==> config.mk <==
export PLATFORM = sky130hd
export DESIGN_NAME = vga_timing_gen
export DESIGN_NICKNAME = d
export VERILOG_FILES = /design/src/rtl/vga_timing_pkg.sv /design/src/rtl/sync_delay.sv /design/src/rtl/vga_timing_gen.sv
export SDC_FILE = /design/constraint.sdc
export NUM_CORES = 1
export LEC_CHECK = 0
export ABC_CLOCK_PERIOD_IN_PS = 2700
export BUFFER_PORTS_ARGS = -buffer_cell sky130_fd_sc_hd__buf_2
export CORE_MARGIN = 2
export CORE_UTILIZATION = 50
export DETAILED_ROUTE_END_ITERATION = 8
export PLACE_DENSITY = 0.73
export SETUP_SLACK_MARGIN = 0.3
export SLEW_MARGIN = 0
export SYNTH_ARGS = -nofsm -noshare
export SYNTH_HDL_FRONTEND = slang
export SYNTH_SLANG_ARGS = --single-unit
==> constraint.sdc <==
create_clock -name vga_clk -period 2.7 [get_ports vga_clk]
set_input_delay 0.27 -clock vga_clk [delete_from_list [all_inputs] [get_ports vga_clk]]
set_output_delay 0.27 -clock vga_clk [all_outputs]
set_load 0.05 [all_outputs]
==> src/rtl/vga_timing_pkg.sv <==
// Shared 640x480@60 timing defaults, totals helpers and coordinate type.
// Pure declarations: no latency, no flow control.
package vga_timing_pkg;

    typedef logic [9:0] coord_t;

    localparam int H_ACTIVE_DEF = 640;
    localparam int H_FP_DEF     = 16;
    localparam int H_SYNC_DEF   = 96;
    localparam int H_BP_DEF     = 48;
    localparam int V_ACTIVE_DEF = 480;
    localparam int V_FP_DEF     = 10;
    localparam int V_SYNC_DEF   = 2;
    localparam int V_BP_DEF     = 33;

    function automatic int h_total(input int active, input int fp, input int sync, input int bp);
        return active + fp + sync + bp;
    endfunction

    function automatic int v_total(input int active, input int fp, input int sync, input int bp);
        return active + fp + sync + bp;
    endfunction

endpackage

==> src/rtl/sync_delay.sv <==
// Fixed-depth shift register aligning a sync level with downstream pixel data.
// Latency DEPTH cycles (0 = wire); free-running, no backpressure.
module sync_delay #(
    parameter int DEPTH = 1
) (
    input  logic vga_clk,
    input  logic reset,
    input  logic rst_val,
    input  logic d,
    output logic q
);

    generate
        if (DEPTH == 0) begin : g_bypass
            logic unused;
            assign unused = &{1'b0, vga_clk, reset, rst_val};
            assign q      = d;
        end else begin : g_pipe
            logic stage [DEPTH];

            // Reset loads every stage so a mid-frame reset flushes stale sync.
            always_ff @(posedge vga_clk or posedge reset) begin
                if (reset) begin
                    for (int i = 0; i < DEPTH; i++) stage[i] <= rst_val;
                end else begin
                    stage[0] <= d;
                    for (int i = 1; i < DEPTH; i++) stage[i] <= stage[i-1];
                end
            end

            assign q = stage[DEPTH-1];
        end
    endgenerate

endmodule

==> src/rtl/vga_timing_gen.sv <==
// VGA raster counters, active-video flag, line/frame pulses and delayed HS/VS.
// Coordinates/blank/pulses coherent each cycle; sync lags by PIPE_DLY; no backpressure.
module vga_timing_gen
    import vga_timing_pkg::*;
#(
    parameter int   H_ACTIVE    = H_ACTIVE_DEF,
    parameter int   H_FP        = H_FP_DEF,
    parameter int   H_SYNC      = H_SYNC_DEF,
    parameter int   H_BP        = H_BP_DEF,
    parameter int   V_ACTIVE    = V_ACTIVE_DEF,
    parameter int   V_FP        = V_FP_DEF,
    parameter int   V_SYNC      = V_SYNC_DEF,
    parameter int   V_BP        = V_BP_DEF,
    parameter logic SYNC_ACTIVE = 1'b0,
    parameter int   PIPE_DLY    = 1
) (
    input  logic       vga_clk,
    input  logic       reset,
    output logic [9:0] DrawX,
    output logic [9:0] DrawY,
    output logic       blank,
    output logic       hs,
    output logic       vs,
    output logic       frame_start,
    output logic       line_start
);

    localparam coord_t H_LAST = coord_t'(h_total(H_ACTIVE, H_FP, H_SYNC, H_BP) - 1);
    localparam coord_t V_LAST = coord_t'(v_total(V_ACTIVE, V_FP, V_SYNC, V_BP) - 1);
    localparam coord_t H_VIS  = coord_t'(H_ACTIVE);
    localparam coord_t V_VIS  = coord_t'(V_ACTIVE);
    localparam coord_t HS_BEG = coord_t'(H_ACTIVE + H_FP);
    localparam coord_t HS_END = coord_t'(H_ACTIVE + H_FP + H_SYNC);
    localparam coord_t VS_BEG = coord_t'(V_ACTIVE + V_FP);
    localparam coord_t VS_END = coord_t'(V_ACTIVE + V_FP + V_SYNC);

    coord_t hc, vc, hc_nxt, vc_nxt;
    logic   h_wrap, v_wrap;
    logic   hs_raw, vs_raw;

    always_comb begin
        h_wrap = (hc == H_LAST);
        v_wrap = (vc == V_LAST);
        hc_nxt = h_wrap ? '0 : hc + 10'd1;
        vc_nxt = vc;
        if (h_wrap) vc_nxt = v_wrap ? '0 : vc + 10'd1;
    end

    // Flags are derived from the next counter values so they land in the
    // same cycle as the coordinates they describe.
    always_ff @(posedge vga_clk or posedge reset) begin
        if (reset) begin
            hc          <= '0;
            vc          <= '0;
            blank       <= 1'b1;
            hs_raw      <= ~SYNC_ACTIVE;
            vs_raw      <= ~SYNC_ACTIVE;
            line_start  <= 1'b0;
            frame_start <= 1'b0;
        end else begin
            hc          <= hc_nxt;
            vc          <= vc_nxt;
            blank       <= (hc_nxt < H_VIS) && (vc_nxt < V_VIS);
            hs_raw      <= ((hc_nxt >= HS_BEG) && (hc_nxt < HS_END)) ? SYNC_ACTIVE : ~SYNC_ACTIVE;
            vs_raw      <= ((vc_nxt >= VS_BEG) && (vc_nxt < VS_END)) ? SYNC_ACTIVE : ~SYNC_ACTIVE;
            line_start  <= h_wrap;
            frame_start <= h_wrap && v_wrap;
        end
    end

    assign DrawX = hc;
    assign DrawY = vc;

    sync_delay #(.DEPTH(PIPE_DLY)) u_hs_dly (
        .vga_clk (vga_clk),
        .reset   (reset),
        .rst_val (~SYNC_ACTIVE),
        .d       (hs_raw),
        .q       (hs)
    );

    sync_delay #(.DEPTH(PIPE_DLY)) u_vs_dly (
        .vga_clk (vga_clk),
        .reset   (reset),
        .rst_val (~SYNC_ACTIVE),
        .d       (vs_raw),
        .q       (vs)
    );

endmodule

==> key figures <==
Run status
  • Outcome: finished, final reports clean

Die
  • IO Pins: 27
  • # rows: 19
  • Chip height: 56.5 um
  • Area of the die: 3200 um2
  • Core box area: 2690 um2
  • Die Width: 56.5 um
  • Initial Utilization: 51.4%

Setup path
  • WP buf/inv: 0
  • Element type at the critical path start: flip-flop
  • Flop-to-flop setup slack: 0.58 ns
  • WP data arrival: 2.37 ns
  • Worst setup path end: vs_raw
  • Critical path class: flip-flop to flip-flop
  • Crit Reg-Reg Endpoint: vs_raw
  • Critical path, cell by cell: ha_1 -> and4_1 -> and4bb_4 -> o21ai_0 -> mux2_4 -> nand4b_1
  • Reg2Reg Depth: 6
  • Critical-path top delay cell: dfrtp_1
  • Levels on crit path: 6
  • Max incr delay on CP: 0.44 ns
  • Critical Path End Type: flip-flop
  • Worst reg2reg startpoint: DrawX[0]
  • Beginning of the critical path: DrawX[0]
  • Critical Path Fanout Max: 19
  • CP delay by family, top: simple AND/OR/NAND/NOR gates
  • Crit path required time: 2.95 ns

Flow run
  • Max Cap Viol: 0

Logic synthesis
  • Netlist Area Pre-Place: 1380 um2
  • Synthesized instance count: 131
  • Synth top area cells: dfrtp_1, dfstp_2, xor2_1
  • Syn nets: 136
  • Area leader, netlist: dfrtp_1
  • FFs w/ async S/R, synth: 100%
  • Synthesized area per cell: 10.5 um2
  • Post-synth EDFFs: 0
  • Warnings, synthesis: 0
  • Sequential area share after synthesis: 49.4%
  • Most common cell in the synthesized netlist: dfrtp_1
  • Synth top cells by count: dfrtp_1, nand3_1, nand2_1, nor2_1, inv_1
  • Top cell type's share of synthesized area: 39.9%
  • Synth cell types: 42
  • Dominant synthesized flop cell: dfrtp_1
  • Seq cells post-synth: 27

Min path
  • Worst hold-check path type: input pin to async pin

Clock network
  • Htree depth: 1
  • Post-CTS Setup Bufs: 0
  • Num CTS Buffers: 3
  • Root Buffer Master: clkbuf_4
  • Clock transition at path regs: 0.14 ns
  • Clock Latency Late Sink: 0.33 ns
  • Clock buffer depth: 2
  • CTS Hold Buffers Added: 0
  • CTS Sinks: 27
  • CTS tree: built

Routing
  • Routed Antenna Nets: 0
  • Routed len/inst: 14.1 um
  • DRC errors left: 0
  • Wirelength, routed: 2660 um
  • Via-to-Cell Ratio: 5.68
  • 1st-iter DRT viols: 25
  • Drt pass-1 iters: 4
  • Via count: 1068

Timing
  • Final Skew: 0.00620 ns
  • Tcrit/Tclk final: 78.5%
  • Max_slew headroom: 35.6%
  • Max Clk Rate: 472 MHz
  • Fin worst setup slack: 0.580 ns
  • Fin. Hold Viols: 0
  • Worst-Margin Slew: 0.965 ns
  • RSZ-0062 raised after global routing: false
  • Final Setup Violations: 0
  • Final TNS setup: 0 ns
  • Slew Viols, Final: 0
  • Tmin final: 2.12 ns

GRT
  • Initial antenna violation count: 0
  • Grt total ovfl: 0
  • Vias in the first global route: 1046
  • GRT Overall Usage: 18.5%
  • Largest net degree at the start of global routing: 28
  • First-pass GRT wire length: 4600 um

Placed design
  • Routability cong.: 0.848
  • Worst slack, placed: 0.319 ns
  • Quantity of I/O buffers inserted on ports: 26
  • Post-DP HPWL: 1960 um

Power and ir drop
  • VDD IR max: 0.278 mV
  • Leakage: 0.000744 uW
  • Pwr/cell area: 380 nW/um2

Final layout
  • Layout cells sized above 1: 26.1%
  • Antenna Cells: 0
  • Final net count: 163
  • Area Overhead vs Synth: 12.1%
==> routing by layer <==
metal | vias up | part of all wire, % | GRT usage (%)
li1 | 523 | - | -
met1 | 509 | 48 | 25.3
met2 | 29 | 46 | 28.7
met3 | 7 | 3.6 | 2.53
met4 | 0 | 2.3 | 9.18
met5 | - | 0 | 0
==> logic make-up (layout without fill, tap and decap cells) <==
family / after synthesis / count (layout) / synth area share (%)
fa+ha+maj: 3 / 3 / 2.72
simple gates: 56 / 56 / 23.9
flops: 27 / 27 / 49.4
mux: 3 / 3 / 2.54
buf+inv: 12 / 38 / 4.53
xor+xnor: 11 / 11 / 6.98
compound gates: 19 / 19 / 9.88
==> worst reg2reg max path, stage by stage, from the launching register on <==
cell      delay, ns
dfrtp_1        0.44
ha_1           0.22
and4_1         0.34
and4bb_4       0.42
o21ai_0        0.14
mux2_4         0.29
nand4b_1       0.19
==> state kept, by name (all words and copies together), names as in the netlist <==
name,cells
blank,1
frame_start,1
hs_raw,1
DrawX,10
u_vs_dly.q,1
DrawY,10
line_start,1
u_hs_dly.q,1
vs_raw,1
==> timing repair <==
| item | CTS | global route |
|---|---|---|
| setup endpoints to repair | 1 | 2 |
| gates resized for setup | 1 | 1 |
| pin swaps | 0 | 0 |
==> worst min path at each step <==
stage                 from    endpoint  slack (ns)  cells after the start
finish               reset    DrawX[8]        0.13                      2
global route         reset    DrawX[8]        0.21                      2
global placement    vs_raw  u_vs_dly.q        0.35                      0
floorplan            reset    DrawX[0]        0.32                      1
detailed placement  vs_raw  u_vs_dly.q        0.35                      0
CTS                  reset    DrawX[8]        0.17                      2
==> metrics by stage <==
| stage | hold WS [ns] | utilization, % | std cells | cell area [um2] | total power, uW |
|---|---|---|---|---|---|
| CTS | 0.170 | 57.5 | 188 | 1540 | 597 |
| detailed placement | 0.348 | 56.5 | 184 | 1520 | 421 |
| global placement | 0.347 | 56.5 | 184 | 1520 | 420 |
| finish | 0.134 | 57.6 | 188 | 1550 | 588 |
| floorplan | 0.319 | - | 131 | 1380 | 418 |
| global route | 0.207 | 57.6 | 188 | 1550 | 615 |
==> report_power, final <==
| part | total [uW] | internal (uW) | switching, uW |
|---|---|---|---|
| clock | 175 | 55.7 | 120 |
| sequential | 405 | 405 | 0 |
| combinational | 7.88 | 0.577 | 7.30 |
==> layout make-up <==
class                   instances  area, um2
multi-input cells              92        639
well taps                      31       38.8
inverters                       8       30.0
repair buffers                 26        130
flip-flops and latches         27        682
clock inverters                 1       5.00
fillers                       251       1140
clock buffers                   3       22.5
==> layout by cell type, fill, tap and decap left out, types with 4 or more instances in the layout <==
cell type   n
and3_1      4
buf_2      26
dfrtp_1    22
dfstp_2     5
inv_1       8
nand2_1     9
nand3_1    11
nand4_1     5
nor2_1      9
o21ai_0     5
xnor2_1     4
xor2_1      7
Power figures use the tool's default switching activity.
